## config.mk

```make
export PLATFORM = sky130hd
export DESIGN_NAME = bram_stream_reader
export DESIGN_NICKNAME = d
export VERILOG_FILES = /design/src/rtl/bram_stream_reader_pkg.sv /design/src/rtl/bram_rd_skid.sv /design/src/rtl/bram_stream_reader.sv
export SDC_FILE = /design/constraint.sdc
export NUM_CORES = 1
export LEC_CHECK = 0
export BUFFER_PORTS_ARGS = -buffer_cell sky130_fd_sc_hd__clkbuf_2
export CORE_UTILIZATION = 57
export CTS_CLUSTER_DIAMETER = 80
export DETAILED_ROUTE_END_ITERATION = 16
export PLACE_DENSITY = 0.91
export SKIP_CTS_REPAIR_TIMING = 1
export SYNTH_ARGS = -nofsm -noshare
export SYNTH_HDL_FRONTEND = slang
export SYNTH_SLANG_ARGS = --single-unit
```

## constraint.sdc

```tcl
create_clock -name clk -period 4.2 [get_ports clk]
set_input_delay 0.84 -clock clk [delete_from_list [all_inputs] [get_ports clk]]
set_output_delay 0.84 -clock clk [all_outputs]
set_load 0.01 [all_outputs]
```

## src/rtl/bram_stream_reader_pkg.sv

```systemverilog
// Shared types and constants for the BRAM stream reader.
// Read latency and skid depth used by the issue-credit logic.
package bram_stream_reader_pkg;

  typedef enum logic [1:0] {
    IDLE  = 2'd0,
    RUN   = 2'd1,
    DRAIN = 2'd2
  } state_t;

  localparam int RD_LATENCY = 1;
  localparam int SKID_DEPTH = 2;

endpackage

```

## src/rtl/bram_rd_skid.sv

```systemverilog
// Two-entry skid FIFO for BRAM read returns ({last, data}).
// Push on read return, pop on stream handshake; exports occupancy.
module bram_rd_skid
  import bram_stream_reader_pkg::*;
#(
  parameter int B = 16
) (
  input  logic       clk,
  input  logic       rst,
  input  logic       push,
  input  logic [B:0] din,
  input  logic       pop,
  output logic [B:0] head,
  output logic       valid,
  output logic [1:0] occ
);

  logic [B:0] mem [SKID_DEPTH];
  logic       wr_ptr;
  logic       rd_ptr;
  logic [1:0] cnt;

  // Storage, pointers and occupancy count
  always_ff @(posedge clk or posedge rst) begin
    if (rst) begin
      mem[0] <= '0;
      mem[1] <= '0;
      wr_ptr <= 1'b0;
      rd_ptr <= 1'b0;
      cnt    <= 2'd0;
    end else begin
      if (push) begin
        mem[wr_ptr] <= din;
        wr_ptr      <= ~wr_ptr;
      end
      if (pop) begin
        rd_ptr <= ~rd_ptr;
      end
      cnt <= cnt + 2'(push) - 2'(pop);
    end
  end

  assign head  = mem[rd_ptr];
  assign valid = (cnt != 2'd0);
  assign occ   = cnt;

endmodule

```

## src/rtl/bram_stream_reader.sv

```systemverilog
// BRAM port-B reader emitting LEN words as an AXI4-Stream master.
// Optional BRAM_STREAM_READER_LOOP_EN adds a loop input for repeating passes.
module bram_stream_reader
  import bram_stream_reader_pkg::*;
#(
  parameter int N = 16,
  parameter int B = 16
) (
  input  logic         clk,
  input  logic         rst,
  input  logic         start,
  input  logic [N-1:0] start_addr,
  input  logic [N:0]   len,
`ifdef BRAM_STREAM_READER_LOOP_EN
  input  logic         loop,
`endif
  output logic         busy,
  output logic         done,
  output logic         enb,
  output logic [N-1:0] addrb,
  input  logic [B-1:0] dob,
  output logic [B-1:0] m_axis_tdata,
  output logic         m_axis_tvalid,
  input  logic         m_axis_tready,
  output logic         m_axis_tlast
);

  state_t       state;
  state_t       state_nx;
  logic [N-1:0] addr_q;
  logic [N:0]   rem_q;
  logic         pend;
  logic         pend_last;
  logic         issue;
  logic         issue_last;
  logic         start_ok;
  logic         loop_now;
  logic         pop;
  logic         credit;
  logic         final_beat;
  logic [2:0]   fill;
  logic [N-1:0] addr_now;
  logic [N:0]   rem_now;
  logic [N-1:0] addr_nx;
  logic [N:0]   rem_nx;
  logic [B:0]   head;
  logic         head_vld;
  logic [1:0]   occ;

`ifdef BRAM_STREAM_READER_LOOP_EN
  logic [N-1:0] base_q;
  logic [N:0]   len_q;
  assign loop_now = loop;
`else
  assign loop_now = 1'b0;
`endif

  assign start_ok = (state == IDLE) && start && (len != '0);
  assign addr_now = (state == IDLE) ? start_addr : addr_q;
  assign rem_now  = (state == IDLE) ? len : rem_q;
  assign pop      = m_axis_tvalid && m_axis_tready;
  assign fill     = 3'(occ) + 3'(pend) - 3'(pop);
  assign credit   = (fill < 3'(SKID_DEPTH));
  assign issue_last = issue && (rem_now == (N+1)'(1));
  assign final_beat = pop && head[B] && (occ == 2'd1) && !pend;
  assign busy     = (state != IDLE);

  // State register
  always_ff @(posedge clk or posedge rst) begin
    if (rst) state <= IDLE;
    else     state <= state_nx;
  end

  // Next-state decode
  always_comb begin
    state_nx = state;
    unique case (state)
      IDLE: begin
        if (start_ok) begin
          if (issue_last && !loop_now) state_nx = DRAIN;
          else                         state_nx = RUN;
        end
      end
      RUN: begin
        if (issue_last && !loop_now) state_nx = DRAIN;
      end
      DRAIN: begin
        if (final_beat) state_nx = IDLE;
      end
      default: state_nx = IDLE;
    endcase
  end

  // Read issue: start issues at once, RUN issues while credit remains
  always_comb begin
    issue = 1'b0;
    unique case (state)
      IDLE:    issue = start_ok;
      RUN:     issue = credit && (rem_q != '0);
      default: issue = 1'b0;
    endcase
    enb   = issue;
    addrb = start_ok ? start_addr : addr_q;
  end

  // Next address/count, reloading the pass when looping
  always_comb begin
    addr_nx = addr_now + N'(1);
    rem_nx  = rem_now - (N+1)'(1);
`ifdef BRAM_STREAM_READER_LOOP_EN
    if (issue_last && loop_now) begin
      addr_nx = (state == IDLE) ? start_addr : base_q;
      rem_nx  = (state == IDLE) ? len : len_q;
    end
`endif
  end

  // Address/count progress, in-flight tracking and done pulse
  always_ff @(posedge clk or posedge rst) begin
    if (rst) begin
      addr_q    <= '0;
      rem_q     <= '0;
      pend      <= 1'b0;
      pend_last <= 1'b0;
      done      <= 1'b0;
    end else begin
      if (issue) begin
        addr_q <= addr_nx;
        rem_q  <= rem_nx;
      end
      pend      <= issue;
      pend_last <= issue_last;
      done      <= ((state == IDLE) && start && (len == '0))
                || ((state == DRAIN) && final_beat);
    end
  end

`ifdef BRAM_STREAM_READER_LOOP_EN
  // Pass origin kept for loop reloads
  always_ff @(posedge clk or posedge rst) begin
    if (rst) begin
      base_q <= '0;
      len_q  <= '0;
    end else if (start_ok) begin
      base_q <= start_addr;
      len_q  <= len;
    end
  end
`endif

  bram_rd_skid #(
    .B(B)
  ) u_skid (
    .clk  (clk),
    .rst  (rst),
    .push (pend),
    .din  ({pend_last, dob}),
    .pop  (pop),
    .head (head),
    .valid(head_vld),
    .occ  (occ)
  );

  assign m_axis_tdata  = head[B-1:0];
  assign m_axis_tvalid = head_vld;
  assign m_axis_tlast  = head_vld && head[B];

endmodule
```

# --- Word level (Yosys, flattened, before mapping) ---
# Index checks and enable logic that the tools add are counted.
word_totals:
  ff_bits: 76
  output_inout_bits: 37
  elab_cells: 68
op_classes:
  n_addsub: 6
  n_reduce_logical: 21
  order_cmp: 4
  bitwise: 4
  n_mux: 15
  n_eq_ne: 7
op_table:
  columns: ["operator", "n"]
  rows:
  - ["2-to-1 mux 17 bit", 5]
  - ["bitwise mux 34 bit", 1]
  - ["nonzero test 17 bit", 2]
  - ["2-to-1 mux 16 bit", 2]
  - ["demux 17 bit (select 1 bit)", 1]
  - ["== test 17 x 1 -> 1 bit (second input constant)", 1]
  - ["logical NOT 17 bit", 1]
  - ["subtractor 17 x 1 -> 17 bit (second input constant)", 1]
  - ["adder 16 x 1 -> 16 bit (second input constant)", 1]
  - ["logical AND 1 bit", 12]
  - ["2-to-1 mux 2 bit", 4]
  - ["inequality test 2 bit (second input constant)", 3]
  - ["one-hot mux 2 bit (3 select lines)", 1]
  - ["== test 2 x 1 -> 1 bit (second input constant)", 2]
  - ["greater-or-equal comparator 2 bit (second input constant)", 2]
  - ["inverter 1 -> 2 bit", 2]
  - ["nonzero test 2 bit", 2]
  - ["adder 2 x 1 -> 3 bit", 1]
  - ["< comparator 3 x 2 -> 1 bit (second input constant)", 1]
  - ["AND reduction 3 bit", 1]
  - ["subtractor 3 x 1 -> 3 bit", 1]
  - ["adder 2 x 1 -> 2 bit", 1]
  - ["== test 2 bit (second input constant)", 1]
  - ["logical NOT 2 bit", 1]
  - ["other kinds (6)", 7]

# --- Longest topological paths before layout ---
# Gate-level depths: netlist of run 1.
logic_depth:
  word_depth: 10
  mapped_depth: 16

# --- Modules after synthesis ---
# A second synthesis of run 1 with hierarchy kept.
hier_totals:
  hier_cells: 534
  area_unflattened_um2: 5123.7
by_module_without_submodules:
  columns: ["mod", "area_per_inst_um2", "seq_area_each_um2", "cells_each", "instances"]
  rows:
  - ["bram_stream_reader", 3418.3, 950.9, 428, 1]
  - ["bram_rd_skid", 1705.4, 950.9, 106, 1]

# --- Worst setup path after synthesis of run 1 ---
# Ideal clock, no wire load.
synth_timing:
  path_type: "in2out"
  start: "input port m_axis_tready"
  end: "output port enb"
  slack_ns: 0.326
  arrival_ns: 3.034
  t_required_ns: 3.360
  path_stages: 12
  cell_sequence: "and2_1 -> ha_1 -> inv_1 -> ha_1 -> inv_1 -> fa_1 -> inv_1 -> nor4b_1 -> o21ai_1 -> and2_1 -> clkinv_1 -> clkbuf_1"
synth_between:
  elab_chain_cells: 5
synth_lines:
  columns: ["item", "line_no", "rtl"]
  rows:
  - ["start, declared", "bram_stream_reader.sv:24", "input logic m_axis_tready,"]
  - ["logical AND 1 bit", "bram_stream_reader.sv:61", "assign pop = m_axis_tvalid && m_axis_tready;"]
  - ["subtractor 3 x 1 -> 3 bit", "bram_stream_reader.sv:62", "assign fill = 3'(occ) + 3'(pend) - 3'(pop);"]
  - ["net fill[1]", "bram_stream_reader.sv:41", "logic [2:0] fill;"]
  - ["< comparator 3 x 2 -> 1 bit", "bram_stream_reader.sv:63", "assign credit = (fill < 3'(SKID_DEPTH));"]
  - ["logical AND 1 bit", "bram_stream_reader.sv:99", "RUN: issue = credit && (rem_q != '0);"]
  - ["one-hot mux 1 bit (2 select lines)", "bram_stream_reader.sv:97", "unique case (state)"]
  - ["end, declared", "bram_stream_reader.sv:19", "output logic enb,"]
# The timed path passes the listed nets, and every way through them passes these cells.

# --- Worst setup path after layout of run 1 ---
layout_timing:
  start: "register u_skid.cnt[1], in the netlist u_skid.occ[1]"
  end: "output port enb"
layout_between:
  elab_chain_cells: 6
layout_lines:
  columns: ["item", "line_no", "rtl"]
  rows:
  - ["start, declared", "bram_rd_skid.sv:21", "logic [1:0] cnt;"]
  - ["start signal, assigned", "bram_rd_skid.sv:39", "cnt <= cnt + 2'(push) - 2'(pop);"]
  - ["nonzero test 2 bit", "bram_rd_skid.sv:44", "assign valid = (cnt != 2'd0);"]
  - ["logical AND 1 bit", "bram_stream_reader.sv:61", null]
  - ["net pop", "bram_stream_reader.sv:38", "logic pop;"]
  - ["subtractor 3 x 1 -> 3 bit", "bram_stream_reader.sv:62", null]
  - ["net fill[1]", "bram_stream_reader.sv:41", null]
  - ["< comparator 3 x 2 -> 1 bit", "bram_stream_reader.sv:63", null]
  - ["logical AND 1 bit", "bram_stream_reader.sv:99", null]
  - ["one-hot mux 1 bit (2 select lines)", "bram_stream_reader.sv:97", null]
# The timed path passes the listed nets, and every way through them passes these cells.

==> impl_results.html, run 1 <==
<table>
<tr><th>Metric</th><th>Value</th></tr>
<tr><th colspan="2">Worst hold path</th></tr>
<tr><td>Hold-critical path endpoint</td><td>u_skid.wr_ptr</td></tr>
<tr><td>Hold Crit Start</td><td>u_skid.wr_ptr</td></tr>
<tr><td>Cells on Worst Hold Path</td><td>1</td></tr>
<tr><td>Hold/Removal Path Class</td><td>reg -&gt; reg</td></tr>
<tr><th colspan="2">Timing</th></tr>
<tr><td>RSZ-0062 raised after global routing</td><td>false</td></tr>
<tr><td>Pins over their slew limit</td><td>0</td></tr>
<tr><td>Final number of setup-violating endpoints</td><td>0</td></tr>
<tr><td>Clock Skew</td><td>0.0145 ns</td></tr>
<tr><td>Total count of hold-check failures in the final report</td><td>0</td></tr>
<tr><td>F_max</td><td>250 MHz</td></tr>
<tr><td>Time the worst path needs with I/O delays and setup</td><td>3.99 ns</td></tr>
<tr><td>Fin crit share</td><td>95.1%</td></tr>
<tr><td>Slew margin rel.</td><td>34.5%</td></tr>
<tr><td>Hold Slack</td><td>0.489 ns</td></tr>
<tr><td>Transition time at the pin with the least slew margin</td><td>0.983 ns</td></tr>
<tr><td>Post-route setup TNS</td><td>0 ns</td></tr>
<tr><th colspan="2">Synthesis</th></tr>
<tr><td>Netlist cell types</td><td>66</td></tr>
<tr><td>Mean post-synth cell area</td><td>9.40 um^2</td></tr>
<tr><td>Yosys reg bits</td><td>76</td></tr>
<tr><td>Number of enable-type register cells in the synthesized netlist</td><td>0</td></tr>
<tr><td>Area share of the largest cell type after synthesis</td><td>37.1%</td></tr>
<tr><td>List of most frequent post-synthesis cells</td><td>sky130_fd_sc_hd__dfrtp_1 (76), sky130_fd_sc_hd__mux2_2 (74), sky130_fd_sc_hd__nand2_1 (51)</td></tr>
<tr><td>Sequential cell area fraction in the yosys report</td><td>37.1%</td></tr>
<tr><td>Cells taking the most area after synthesis</td><td>sky130_fd_sc_hd__dfrtp_1 (37%), sky130_fd_sc_hd__mux2_2 (16%), sky130_fd_sc_hd__nand2_1 (3.7%)</td></tr>
<tr><td>Most common flop cell mapped by yosys</td><td>sky130_fd_sc_hd__dfrtp_1</td></tr>
<tr><td>Area leader, netlist</td><td>sky130_fd_sc_hd__dfrtp_1</td></tr>
<tr><td>Count leader, synth</td><td>sky130_fd_sc_hd__dfrtp_1</td></tr>
<tr><td>Netlist area before placement</td><td>0.00513 mm^2</td></tr>
<tr><td>Synth warn</td><td>0</td></tr>
<tr><td>Asr flop ratio synth</td><td>100%</td></tr>
<tr><td>Syn Inst Count</td><td>546</td></tr>
<tr><td>Number of nets produced by synthesis</td><td>605</td></tr>
<tr><th colspan="2">Job</th></tr>
<tr><td>Max-cap violation count</td><td>0</td></tr>
<tr><th colspan="2">Placed design</th></tr>
<tr><td>Number of input and output port buffers inserted</td><td>89</td></tr>
<tr><td>Placed wire-length estimate</td><td>8.53 mm</td></tr>
<tr><td>Final weighted congestion in routability-driven placement</td><td>0.895</td></tr>
<tr><td>Cell area reported after detailed placement</td><td>0.00565 mm^2</td></tr>
<tr><th colspan="2">Global route</th></tr>
<tr><td>Largest net degree at the start of global routing</td><td>77</td></tr>
<tr><td>First-pass GRT wire length</td><td>21.3 mm</td></tr>
<tr><td>Congestion Overflow GR</td><td>0</td></tr>
<tr><td>Vias in the first global route</td><td>4707</td></tr>
<tr><td>Initial antenna violation count</td><td>0</td></tr>
<tr><td>GRT Resource Usage Total</td><td>27.2%</td></tr>
<tr><th colspan="2">Layout</th></tr>
<tr><td>Multi-input combinational cell area</td><td>0.00303 mm^2</td></tr>
<tr><td>Fill cells</td><td>696</td></tr>
<tr><td>Post-layout nets</td><td>684</td></tr>
<tr><td>Fraction of final layout cells with drive strength greater than 1</td><td>33.7%</td></tr>
<tr><td>Diodes inserted</td><td>0</td></tr>
<tr><td>Post-Layout Inst Area</td><td>0.00584 mm^2</td></tr>
<tr><td>Sequential Area</td><td>0.00190 mm^2</td></tr>
<tr><td>Growth of design area from synthesis to finish</td><td>13.9%</td></tr>
<tr><th colspan="2">Critical path</th></tr>
<tr><td>Maximum single-stage delay on the critical path</td><td>0.48 ns</td></tr>
<tr><td>Family of cells with the greatest summed delay on the critical path</td><td>adder cells</td></tr>
<tr><td>Reg2Reg Setup Slack</td><td>0.72 ns</td></tr>
<tr><td>Cell with the largest stage delay on the worst path</td><td>sky130_fd_sc_hd__fa_1</td></tr>
<tr><td>Crit-path most repeated cell</td><td>sky130_fd_sc_hd__inv_1</td></tr>
<tr><td>Bufs and invs on worst path</td><td>6</td></tr>
<tr><td>Cells on worst reg2reg path</td><td>15</td></tr>
<tr><td>R2R Path Start</td><td>u_skid.occ[1]</td></tr>
<tr><td>Arrival @ worst endpoint</td><td>3.15 ns</td></tr>
<tr><td>Crit Path Category</td><td>reg -&gt; out</td></tr>
<tr><td>Largest fanout of any net on the critical path</td><td>4</td></tr>
<tr><td>Critical Path Source Type</td><td>flop</td></tr>
<tr><td>Required time of the critical path</td><td>3.36 ns</td></tr>
<tr><td>Cell Chain, Critical Path</td><td>nor2_2 &gt; inv_1 &gt; and2_1 &gt; ha_1 &gt; inv_1 &gt; ha_1 &gt; inv_1 &gt; fa_1 &gt; inv_1 &gt; nor4b_2 &gt; o21ai_1 &gt; and2_1 &gt; clkinv_1 &gt; clkbuf_2</td></tr>
<tr><td>Capturing point of the worst reg2reg path</td><td>state[0]</td></tr>
<tr><td>Capturing element type of the critical path</td><td>primary output</td></tr>
<tr><th colspan="2">Detailed routing</th></tr>
<tr><td>Wire length after detailed routing</td><td>12.6 mm</td></tr>
<tr><td>Number of DRC violations after detailed routing</td><td>0</td></tr>
<tr><td>Post-detailed-route count of antenna-violating nets</td><td>0</td></tr>
<tr><td>DRT iter0 DRCs</td><td>315</td></tr>
<tr><td>DR WL/cell</td><td>17.1 um</td></tr>
<tr><td>Drt first pass iters</td><td>5</td></tr>
<tr><td>Total number of vias</td><td>4741</td></tr>
<tr><td>Ratio of routed vias to standard cells</td><td>6.42</td></tr>
<tr><th colspan="2">Die</th></tr>
<tr><td>Initial standard-cell utilization of the core</td><td>58.8%</td></tr>
<tr><td>Number of cell rows</td><td>34</td></tr>
<tr><td>Die boundary width</td><td>96.9 um</td></tr>
<tr><td>Die height</td><td>96.9 um</td></tr>
<tr><td>Core outline area</td><td>0.00872 mm^2</td></tr>
<tr><td>Die area</td><td>0.00939 mm^2</td></tr>
<tr><td>Number of primary I/O pins</td><td>90</td></tr>
<tr><th colspan="2">Power</th></tr>
<tr><td>VDD IR-drop max</td><td>424 uV</td></tr>
<tr><td>P_leak</td><td>2.50 nW</td></tr>
<tr><td>Power Density</td><td>666 mW/mm^2</td></tr>
<tr><th colspan="2">Clocking</th></tr>
<tr><td>H-tree lvl count</td><td>3</td></tr>
<tr><td>Clock Tree Root</td><td>sky130_fd_sc_hd__clkbuf_8</td></tr>
<tr><td>Worst-Skew Late Latency</td><td>0.36 ns</td></tr>
<tr><td>Clock buffer count from CTS</td><td>9</td></tr>
<tr><td>Deepest clock path buffer count</td><td>2</td></tr>
<tr><td>Sink Count</td><td>76</td></tr>
<tr><td>Post-CTS clock slew at the launch and capture registers of the worst setup and hold paths</td><td>0.08 ns</td></tr>
<tr><td>CTS tree</td><td>done</td></tr>
<tr><th colspan="2">Outcome</th></tr>
<tr><td>Status</td><td>finished, final reports clean</td></tr>
</table>
-- state kept, by name (all words and copies together) (netlist names) --
signal	count
addr_q	16
rem_q	17
u_skid.occ	2
u_skid.mem	34
state	2
done	1
u_skid.wr_ptr	1
pend_last	1
u_skid.rd_ptr	1
pend	1
-- area by class of cell --
cell class,instances,share of cell area (%)
flip-flops and latches,76,32.5
well taps,108,2.31
clock inverters,7,0.985
multi-input cells,421,51.8
repair buffers,102,9.29
clock buffers,9,2.12
inverters,15,0.963
-- cells in the final DEF (no fill, tap or decap), types with 4 or more instances in the layout --
cell type	instances
sky130_fd_sc_hd__clkbuf_2	89
sky130_fd_sc_hd__dfrtp_1	76
sky130_fd_sc_hd__mux2_2	74
sky130_fd_sc_hd__nand2_1	51
sky130_fd_sc_hd__nor2_1	41
sky130_fd_sc_hd__o21ai_0	30
sky130_fd_sc_hd__a21oi_1	27
sky130_fd_sc_hd__mux2i_1	17
sky130_fd_sc_hd__nor3_1	15
sky130_fd_sc_hd__nand3_1	14
sky130_fd_sc_hd__buf_4	13
sky130_fd_sc_hd__inv_1	12
sky130_fd_sc_hd__nor4_1	11
sky130_fd_sc_hd__and2_1	10
sky130_fd_sc_hd__a211oi_1	10
sky130_fd_sc_hd__o211ai_1	9
sky130_fd_sc_hd__a31oi_1	9
sky130_fd_sc_hd__or3_1	9
sky130_fd_sc_hd__clkbuf_8	9
sky130_fd_sc_hd__nor3b_1	8
sky130_fd_sc_hd__nand4_1	5
sky130_fd_sc_hd__o22a_1	5
sky130_fd_sc_hd__ha_1	5
sky130_fd_sc_hd__o31ai_1	4
sky130_fd_sc_hd__a22oi_1	4
sky130_fd_sc_hd__nand4bb_2	4
sky130_fd_sc_hd__nor2b_1	4
-- worst max path at each step --
| stage | startpoint | endpoint | cells past startpoint |
|---|---|---|---|
| finish | u_skid.occ[1] | enb | 14 |
| global route | u_skid.occ[1] | enb | 14 |
| CTS | u_skid.occ[1] | enb | 14 |
| detailed placement | m_axis_tready | enb | 13 |
| global placement | m_axis_tready | enb | 13 |
| floorplan | m_axis_tready | enb | 12 |
-- logic make-up (layout without fill, tap and decap cells) --
group | after synthesis | in the layout | synth area share, %
AO/OA/AOI/OAI | 128 | 128 | 17.0
XOR/XNOR | 6 | 6 | 1.02
adder cells (fa/ha/maj) | 6 | 6 | 1.61
buffers and inverters | 49 | 133 | 4.22
flip-flops | 76 | 76 | 37.1
multiplexers | 91 | 91 | 19.6
AND/OR/NAND/NOR | 190 | 190 | 19.6
-- through the flow --
step	instances	total power, mW	util (%)	setup slack [ns]
after floorplan	546	2.71	-	0.326
after global placement	722	3.20	64.8	0.319
after detailed placement	722	3.33	64.8	0.223
after CTS	738	3.87	66.9	0.0251
after global routing	738	4.16	67.0	0.0278
final	738	3.89	67.0	0.207
-- report_power, final --
part,internal (mW),switching (mW)
registers,1.07,0.318
clock network,0.224,0.310
logic,0.898,1.07
-- metal layers --
| layer | vias up | wire, um | track usage (%) |
|---|---|---|---|
| met5 | - | 0 | 0 |
| met4 | 0 | 227 | 9.87 |
| met3 | 33 | 910 | 5.78 |
| met2 | 245 | 6270 | 46.0 |
| met1 | 2281 | 5200 | 34.2 |
| li1 | 2182 | - | - |
-- worst reg2reg max path: cells and delay by family (launching register included) --
kind	cells	cell delay, ns
and+or+nand+nor	6	1.34
adders and majority gates	3	0.91
DFF	1	0.45
buffers and inverters	5	0.53
AOI/OAI and AO/OA	1	0.14
No activity file was read; power rests on OpenSTA's default activity.
==> run 2: changes to the inputs <==
CORE_MARGIN = 2   (was not set)
clock period = 4.5 ns   (was 4.2 ns; I/O delays follow)
==> impl_results.html, run 2 (synthesis gave the netlist of run 1 again) <==
<table>
<tr><th>Metric</th><th>Value</th></tr>
<tr><th colspan="2">Power</th></tr>
<tr><td>Total chip power</td><td>3.61 mW (-7.1%)</td></tr>
<tr><td>Power Density</td><td>620 mW/mm^2 (-6.9%)</td></tr>
<tr><td>P_leak</td><td>2.49 nW (-0.19%)</td></tr>
<tr><td>VDD IR-drop max</td><td>394 uV (-7.0%)</td></tr>
<tr><th colspan="2">Detailed routing</th></tr>
<tr><td>DRT iter0 DRCs</td><td>484 (+54%)</td></tr>
<tr><td>DR WL/cell</td><td>17.5 um (+2.6%)</td></tr>
<tr><td>Drt first pass iters</td><td>5 (unchanged)</td></tr>
<tr><td>Total number of vias</td><td>4663 (-1.6%)</td></tr>
<tr><td>Post-detailed-route count of antenna-violating nets</td><td>0 (unchanged)</td></tr>
<tr><td>Routed wire length on met2</td><td>6.22 mm (-0.73%)</td></tr>
<tr><td>Post-route met1 wirelength</td><td>5.42 mm (+4.2%)</td></tr>
<tr><td>Ratio of routed vias to standard cells</td><td>6.34 (-1.4%)</td></tr>
<tr><td>Number of DRC violations after detailed routing</td><td>0 (unchanged)</td></tr>
<tr><td>Wire length after detailed routing</td><td>12.9 mm (+2.3%)</td></tr>
<tr><td>Top sig layer</td><td>met4</td></tr>
<tr><td>Total met3 wirelength after detailed routing</td><td>921 um (+1.2%)</td></tr>
<tr><th colspan="2">Timing</th></tr>
<tr><td>Post-route setup TNS</td><td>0 ns (unchanged)</td></tr>
<tr><td>Hold Slack</td><td>0.505 ns (+0.0159 ns)</td></tr>
<tr><td>Fin crit share</td><td>92.6%</td></tr>
<tr><td>Pins over their slew limit</td><td>0 (unchanged)</td></tr>
<tr><td>Time the worst path needs with I/O delays and setup</td><td>4.17 ns</td></tr>
<tr><td>Final number of setup-violating endpoints</td><td>0 (unchanged)</td></tr>
<tr><td>Slew margin rel.</td><td>38.7% (+4.2 points)</td></tr>
<tr><td>Clock Skew</td><td>0.00672 ns (-0.00778 ns)</td></tr>
<tr><td>Transition time at the pin with the least slew margin</td><td>0.918 ns (-0.0647 ns)</td></tr>
<tr><td>Total count of hold-check failures in the final report</td><td>0 (unchanged)</td></tr>
<tr><td>F_max</td><td>240 MHz</td></tr>
<tr><td>RSZ-0062 raised after global routing</td><td>false</td></tr>
<tr><th colspan="2">Die</th></tr>
<tr><td>Number of primary I/O pins</td><td>90 (unchanged)</td></tr>
<tr><td>Die height</td><td>98.9 um (+2.1%)</td></tr>
<tr><td>Die boundary width</td><td>98.9 um (+2.1%)</td></tr>
<tr><td>Number of cell rows</td><td>34 (unchanged)</td></tr>
<tr><td>Die area</td><td>0.00978 mm^2 (+4.2%)</td></tr>
<tr><td>Initial standard-cell utilization of the core</td><td>58.8% (unchanged)</td></tr>
<tr><td>Core outline area</td><td>0.00872 mm^2 (unchanged)</td></tr>
<tr><th colspan="2">Worst hold path</th></tr>
<tr><td>Hold/Removal Path Class</td><td>reg -&gt; reg</td></tr>
<tr><td>Cells on Worst Hold Path</td><td>1 (unchanged)</td></tr>
<tr><th colspan="2">Critical path</th></tr>
<tr><td>Crit-path most repeated cell</td><td>sky130_fd_sc_hd__inv_1</td></tr>
<tr><td>Maximum single-stage delay on the critical path</td><td>0.48 ns (about the same)</td></tr>
<tr><td>Crit Path Category</td><td>reg -&gt; out</td></tr>
<tr><td>Arrival @ worst endpoint</td><td>3.27 ns (+0.12 ns)</td></tr>
<tr><td>Cells on worst reg2reg path</td><td>15 (unchanged)</td></tr>
<tr><td>Depth of the critical timing path with buffers and inverters included</td><td>14 (unchanged)</td></tr>
<tr><td>Family of cells with the greatest summed delay on the critical path</td><td>adder cells</td></tr>
<tr><td>Required time of the critical path</td><td>3.60 ns (+0.24 ns)</td></tr>
<tr><td>Bufs and invs on worst path</td><td>6 (unchanged)</td></tr>
<tr><td>Largest fanout of any net on the critical path</td><td>4 (unchanged)</td></tr>
<tr><td>Capturing element type of the critical path</td><td>primary output</td></tr>
<tr><td>Cell Chain, Critical Path</td><td>nor2_1 &gt; inv_1 &gt; and2_1 &gt; ha_1 &gt; inv_1 &gt; ha_1 &gt; inv_1 &gt; fa_1 &gt; inv_1 &gt; nor4b_2 &gt; o21ai_1 &gt; and2_1 &gt; clkinv_1 &gt; clkbuf_2</td></tr>
<tr><td>Critical Path Source Type</td><td>flop</td></tr>
<tr><td>Cell with the largest stage delay on the worst path</td><td>sky130_fd_sc_hd__fa_1</td></tr>
<tr><th colspan="2">Layout</th></tr>
<tr><td>Most common cell after layout, fill and taps aside</td><td>sky130_fd_sc_hd__clkbuf_2</td></tr>
<tr><td>Growth of design area from synthesis to finish</td><td>13.6%</td></tr>
<tr><td>Post-layout nets</td><td>682 (-0.29%)</td></tr>
<tr><td>Fraction of final layout cells with drive strength greater than 1</td><td>33.3% (-0.37 points)</td></tr>
<tr><td>Registers with the most flip-flops</td><td>u_skid.mem x34, rem_q x17, addr_q x16</td></tr>
<tr><td>Number of flip-flops under the largest register name</td><td>34 (unchanged)</td></tr>
<tr><td>Most frequent cells in the layout</td><td>sky130_fd_sc_hd__clkbuf_2 (89), sky130_fd_sc_hd__dfrtp_1 (76), sky130_fd_sc_hd__mux2_2 (74), sky130_fd_sc_hd__nand2_1 (51), sky130_fd_sc_hd__nor2_1 (42)</td></tr>
<tr><td>Fill cells</td><td>680 (-2.3%)</td></tr>
<tr><td>Diodes inserted</td><td>0 (unchanged)</td></tr>
<tr><td>Top reg by flops</td><td>u_skid.mem</td></tr>
<tr><th colspan="2">Global route</th></tr>
<tr><td>Initial antenna violation count</td><td>0 (unchanged)</td></tr>
<tr><td>Largest net degree at the start of global routing</td><td>48 (-38%)</td></tr>
<tr><td>GRT Resource Usage Total</td><td>26.8% (-0.42 points)</td></tr>
<tr><td>First-pass GRT wire length</td><td>21.5 mm (+0.78%)</td></tr>
<tr><td>Congestion Overflow GR</td><td>0 (unchanged)</td></tr>
<tr><td>Vias in the first global route</td><td>4539 (-3.6%)</td></tr>
<tr><th colspan="2">Job</th></tr>
<tr><td>Max-cap violation count</td><td>0 (unchanged)</td></tr>
<tr><th colspan="2">Clocking</th></tr>
<tr><td>H-tree lvl count</td><td>3 (unchanged)</td></tr>
<tr><td>Worst-Skew Late Latency</td><td>0.36 ns (about the same)</td></tr>
<tr><td>Clock Tree Root</td><td>sky130_fd_sc_hd__clkbuf_8</td></tr>
<tr><td>Clock buffer count from CTS</td><td>9 (unchanged)</td></tr>
<tr><td>Sink Count</td><td>76 (unchanged)</td></tr>
<tr><td>Post-CTS clock slew at the launch and capture registers of the worst setup and hold paths</td><td>0.08 ns (about the same)</td></tr>
<tr><td>CTS tree</td><td>done</td></tr>
<tr><td>Deepest clock path buffer count</td><td>2 (unchanged)</td></tr>
<tr><th colspan="2">Placed design</th></tr>
<tr><td>Final weighted congestion in routability-driven placement</td><td>0.936 (+4.6%)</td></tr>
<tr><td>Number of input and output port buffers inserted</td><td>89 (unchanged)</td></tr>
<tr><td>Placed wire-length estimate</td><td>8.84 mm (+3.7%)</td></tr>
<tr><th colspan="2">Outcome</th></tr>
<tr><td>Status</td><td>finished, final reports clean</td></tr>
</table>
[run 2: changes by cell type in the layout (fill, tap and decap cells not counted), sizes merged]
cell / previous run / this run
clkinv: 2 / 3
buf: 13 / 11
clkinvlp: 2 / 1
[run 2: worst register-to-register path: stages, from the launching register on]
cell	delay, ns
sky130_fd_sc_hd__dfrtp_1	0.44
sky130_fd_sc_hd__nor2_1	0.19
sky130_fd_sc_hd__inv_1	0.08
sky130_fd_sc_hd__and2_1	0.19
sky130_fd_sc_hd__ha_1	0.31
sky130_fd_sc_hd__inv_1	0.06
sky130_fd_sc_hd__ha_1	0.13
sky130_fd_sc_hd__inv_1	0.05
sky130_fd_sc_hd__fa_1	0.48
sky130_fd_sc_hd__inv_1	0.06
sky130_fd_sc_hd__nor4b_2	0.29
sky130_fd_sc_hd__o21ai_1	0.21
sky130_fd_sc_hd__and2_1	0.22
sky130_fd_sc_hd__buf_4	0.28
sky130_fd_sc_hd__o31ai_1	0.31
sky130_fd_sc_hd__o21ai_0	0.15
[run 2: worst paths after layout]
kind | startpoint | end | slack (ns)
worst min register to register | u_skid.wr_ptr | u_skid.wr_ptr | 0.51
worst max-delay path | u_skid.occ[1] | enb | 0.33
worst min-delay path | u_skid.wr_ptr | u_skid.wr_ptr | 0.51
worst max register to register | u_skid.occ[1] | addr_q[8] | 0.92
min in group asynchronous | rst | u_skid.mem[4] | 0.72
max in group asynchronous | rst | addr_q[2] | 2.78
[run 2: metal layers]
layer | up-vias | GRT usage, %
met1 | 2212 | 34.8
li1 | 2177 | -
met2 | 233 | 44.5
met5 | - | 0
met3 | 41 | 5.46
met4 | 0 | 9.27
[run 2: final cells by class]
class                      count  area, um^2  area share [%]
multi-input combinational    421        3020            51.9
sequential                    76        1900            32.6
timing repair buffer         100         528            9.06
tap                          108         135            2.32
clock buffer                   9         124            2.13
clock inverter                 7        58.8            1.01
inverter                      15        56.3           0.966
[run 2: power breakdown]
group	total, mW	internal [mW]	switching (mW)
combinational	1.83	0.826	1.00
sequential	1.29	1.00	0.285
clock	0.498	0.210	0.288
total	3.61	2.04	1.58
[run 2: per-stage QoR]
step | instance area (um^2) | util, % | setup WS (ns) | instances
global placement | 5640 | 64.7 | 0.437 | 720
floorplan | 5130 | - | 0.506 | 546
global route | 5830 | 66.8 | 0.0887 | 736
detailed placement | 5640 | 64.7 | 0.389 | 720
finish | 5830 | 66.8 | 0.332 | 736
CTS | 5820 | 66.8 | 0.235 | 736
==> run 3: changes to the inputs <==
CAP_MARGIN = 5   (was not set)
CORE_UTILIZATION = 45   (was 57)
PLACE_DENSITY = 0.79   (was 0.91)
clock period = 3.8 ns   (was 4.5 ns; I/O delays follow)
==> impl_results.html, run 3 (synthesis gave the netlist of run 1 again) <==
<table>
<tr><th>Metric</th><th>Value</th></tr>
<tr><th colspan="2">Job</th></tr>
<tr><td>Max-cap violation count</td><td>0 (unchanged)</td></tr>
<tr><th colspan="2">Clocking</th></tr>
<tr><td>Deepest clock path buffer count</td><td>2 (unchanged)</td></tr>
<tr><td>CTS tree</td><td>done</td></tr>
<tr><td>Clock buffer count from CTS</td><td>9 (unchanged)</td></tr>
<tr><td>Post-CTS clock slew at the launch and capture registers of the worst setup and hold paths</td><td>0.06 ns (-0.02 ns)</td></tr>
<tr><td>Sink Count</td><td>76 (unchanged)</td></tr>
<tr><td>H-tree lvl count</td><td>3 (unchanged)</td></tr>
<tr><td>Worst-Skew Late Latency</td><td>0.34 ns (-0.02 ns)</td></tr>
<tr><td>Clock Tree Root</td><td>sky130_fd_sc_hd__clkbuf_16</td></tr>
<tr><th colspan="2">Layout</th></tr>
<tr><td>Registers with the most flip-flops</td><td>u_skid.mem x34, rem_q x17, addr_q x16</td></tr>
<tr><td>Top reg by flops</td><td>u_skid.mem</td></tr>
<tr><td>Fraction of final layout cells with drive strength greater than 1</td><td>35.1% (+1.8 points)</td></tr>
<tr><td>Finished Layout Cells</td><td>773 (+5.0%)</td></tr>
<tr><td>Most common cell after layout, fill and taps aside</td><td>sky130_fd_sc_hd__clkbuf_2</td></tr>
<tr><td>Growth of design area from synthesis to finish</td><td>18.5%</td></tr>
<tr><td>Most frequent cells in the layout</td><td>sky130_fd_sc_hd__clkbuf_2 (88), sky130_fd_sc_hd__dfrtp_1 (75), sky130_fd_sc_hd__mux2_2 (74), sky130_fd_sc_hd__nand2_1 (51), sky130_fd_sc_hd__nor2_1 (41)</td></tr>
<tr><td>Post-layout nets</td><td>687 (+0.73%)</td></tr>
<tr><td>Diodes inserted</td><td>0 (unchanged)</td></tr>
<tr><td>Number of flip-flops under the largest register name</td><td>34 (unchanged)</td></tr>
<tr><th colspan="2">Timing</th></tr>
<tr><td>Hold Slack</td><td>0.482 ns (-0.0233 ns)</td></tr>
<tr><td>Transition time at the pin with the least slew margin</td><td>0.879 ns (-0.0388 ns)</td></tr>
<tr><td>Time the worst path needs with I/O delays and setup</td><td>3.67 ns</td></tr>
<tr><td>Pins over their slew limit</td><td>0 (unchanged)</td></tr>
<tr><td>Slew margin rel.</td><td>41.4% (+2.7 points)</td></tr>
<tr><td>Final number of setup-violating endpoints</td><td>0 (unchanged)</td></tr>
<tr><td>Clock Skew</td><td>0.00392 ns (-0.00280 ns)</td></tr>
<tr><td>Fin crit share</td><td>96.6%</td></tr>
<tr><td>Worst Slack Setup Final</td><td>0.130 ns (-0.203 ns)</td></tr>
<tr><td>Total count of hold-check failures in the final report</td><td>0 (unchanged)</td></tr>
<tr><td>F_max</td><td>272 MHz</td></tr>
<tr><th colspan="2">Power</th></tr>
<tr><td>P_leak</td><td>2.59 nW (+3.8%)</td></tr>
<tr><td>Total chip power</td><td>4.68 mW (+30%)</td></tr>
<tr><td>VDD IR-drop max</td><td>619 uV (+57%)</td></tr>
<tr><td>Power Density</td><td>770 mW/mm^2 (+24%)</td></tr>
<tr><th colspan="2">Detailed routing</th></tr>
<tr><td>Drt first pass iters</td><td>7 (+2)</td></tr>
<tr><td>DRT iter0 DRCs</td><td>383 (-21%)</td></tr>
<tr><td>Post-detailed-route count of antenna-violating nets</td><td>0 (unchanged)</td></tr>
<tr><td>Ratio of routed vias to standard cells</td><td>6.11 (-3.5%)</td></tr>
<tr><td>Wire length after detailed routing</td><td>13.4 mm (+3.8%)</td></tr>
<tr><td>Number of DRC violations after detailed routing</td><td>0 (unchanged)</td></tr>
<tr><td>DR WL/cell</td><td>17.3 um (-1.2%)</td></tr>
<tr><td>Total number of vias</td><td>4725 (+1.3%)</td></tr>
<tr><th colspan="2">Placed design</th></tr>
<tr><td>Placed wire-length estimate</td><td>9.14 mm (+3.4%)</td></tr>
<tr><td>Post-placement setup slack</td><td>0.0557 ns (-0.334 ns)</td></tr>
<tr><td>Final weighted congestion in routability-driven placement</td><td>0.864 (-7.7%)</td></tr>
<tr><td>Number of input and output port buffers inserted</td><td>89 (unchanged)</td></tr>
<tr><td>Cells after DPL</td><td>755 (+4.9%)</td></tr>
<tr><th colspan="2">Critical path</th></tr>
<tr><td>Cells on worst reg2reg path</td><td>15 (unchanged)</td></tr>
<tr><td>Reg2Reg Setup Slack</td><td>0.53 ns (-0.39 ns)</td></tr>
<tr><td>Required time of the critical path</td><td>3.04 ns (-0.56 ns)</td></tr>
<tr><td>Capturing element type of the critical path</td><td>primary output</td></tr>
<tr><td>Crit Path Category</td><td>reg -&gt; out</td></tr>
<tr><td>Arrival @ worst endpoint</td><td>2.91 ns (-0.36 ns)</td></tr>
<tr><td>Capturing point of the worst reg2reg path</td><td>state[0]</td></tr>
<tr><td>Critical Path Source Type</td><td>flop</td></tr>
<tr><td>R2R Path Start</td><td>u_skid.occ[1]</td></tr>
<tr><td>Largest fanout of any net on the critical path</td><td>2 (-2)</td></tr>
<tr><th colspan="2">Worst hold path</th></tr>
<tr><td>Hold-critical path endpoint</td><td>u_skid.wr_ptr</td></tr>
<tr><td>Hold/Removal Path Class</td><td>reg -&gt; reg</td></tr>
<tr><td>Cells on Worst Hold Path</td><td>1 (unchanged)</td></tr>
<tr><td>Hold Crit Start</td><td>u_skid.wr_ptr</td></tr>
<tr><th colspan="2">Global route</th></tr>
<tr><td>Vias in the first global route</td><td>4604 (+1.4%)</td></tr>
<tr><td>Initial antenna violation count</td><td>0 (unchanged)</td></tr>
<tr><td>Global routing's busiest layer</td><td>met2</td></tr>
<tr><td>Met3 GRT Util</td><td>5.69% (+0.23 points)</td></tr>
<tr><td>First-pass GRT wire length</td><td>22.2 mm (+3.2%)</td></tr>
<tr><td>Met2 Track Usage GR</td><td>35.8% (-8.7 points)</td></tr>
<tr><td>Largest net degree at the start of global routing</td><td>48 (unchanged)</td></tr>
<tr><td>GRT Resource Usage Total</td><td>21.6% (-5.1 points)</td></tr>
<tr><td>Met1 track utilization from global routing</td><td>27.4% (-7.4 points)</td></tr>
<tr><td>Congestion Overflow GR</td><td>0 (unchanged)</td></tr>
<tr><th colspan="2">Die</th></tr>
<tr><td>Number of primary I/O pins</td><td>90 (unchanged)</td></tr>
<tr><td>Number of cell rows</td><td>38 (+12%)</td></tr>
<tr><td>Core outline area</td><td>0.0110 mm^2 (+26%)</td></tr>
<tr><td>Die boundary width</td><td>111 um (+12%)</td></tr>
<tr><td>Die height</td><td>111 um (+12%)</td></tr>
<tr><td>Initial standard-cell utilization of the core</td><td>46.7% (-12 points)</td></tr>
<tr><td>Die area</td><td>0.0123 mm^2 (+26%)</td></tr>
<tr><th colspan="2">Outcome</th></tr>
<tr><td>Status</td><td>finished, final reports clean</td></tr>
</table>
run 3: power breakdown:
part	switching, mW	leakage (nW)	total [mW]	internal, mW
clock	0.360	0.146	0.892	0.532
sequential	0.344	0.903	1.53	1.19
combinational	1.21	1.54	2.26	1.05
run 3: cell type report:
| class | instances | area (um^2) |
|---|---|---|
| sequential | 76 | 1900 |
| clock inverter | 6 | 71.3 |
| clock buffer | 10 | 239 |
| tap | 140 | 175 |
| inverter | 15 | 56.3 |
| fill | 963 | 4900 |
| multi-input combinational | 421 | 3060 |
| timing repair buffer | 105 | 578 |
run 3: how the worst max path moves through the flow:
stage	startpoint	cells past startpoint	slack [ns]	end
3_5_place_dp	m_axis_tready	13	0.06	enb
2_1_floorplan	m_axis_tready	12	0.09	enb
5_1_grt	u_skid.occ[0]	14	-0.04	enb
3_3_place_gp	m_axis_tready	13	0.06	enb
6_report	u_skid.occ[1]	14	0.13	enb
4_1_cts	u_skid.occ[1]	14	-0.17	enb
run 3: per-stage QoR:
stage	utilization (%)	TNS (ns)	cell area [um^2]
finish	55.4	0	6080
global route	55.4	-0.0439	6080
CTS	54.9	-0.175	6020
detailed placement	52.0	0	5710
global placement	52.0	0	5710
floorplan	-	0	5130
run 3: critical path: stages (launching register included):
cell and delay (ns):
sky130_fd_sc_hd__dfrtp_2 0.42, sky130_fd_sc_hd__nor2_4 0.11, sky130_fd_sc_hd__inv_1 0.07, sky130_fd_sc_hd__and2_4 0.16
sky130_fd_sc_hd__ha_1 0.30, sky130_fd_sc_hd__inv_1 0.06, sky130_fd_sc_hd__ha_1 0.13, sky130_fd_sc_hd__inv_1 0.05
sky130_fd_sc_hd__fa_2 0.53, sky130_fd_sc_hd__inv_2 0.05, sky130_fd_sc_hd__nor4b_4 0.26, sky130_fd_sc_hd__o21ai_2 0.10
sky130_fd_sc_hd__and2_4 0.17, sky130_fd_sc_hd__clkinv_1 0.05, sky130_fd_sc_hd__buf_2 0.12
run 3: per-layer routing:
layer,up-vias,share of wire [%]
met2,219,48
li1,2191,-
met3,24,7.4
met4,0,2.0
met5,-,0
met1,2291,42
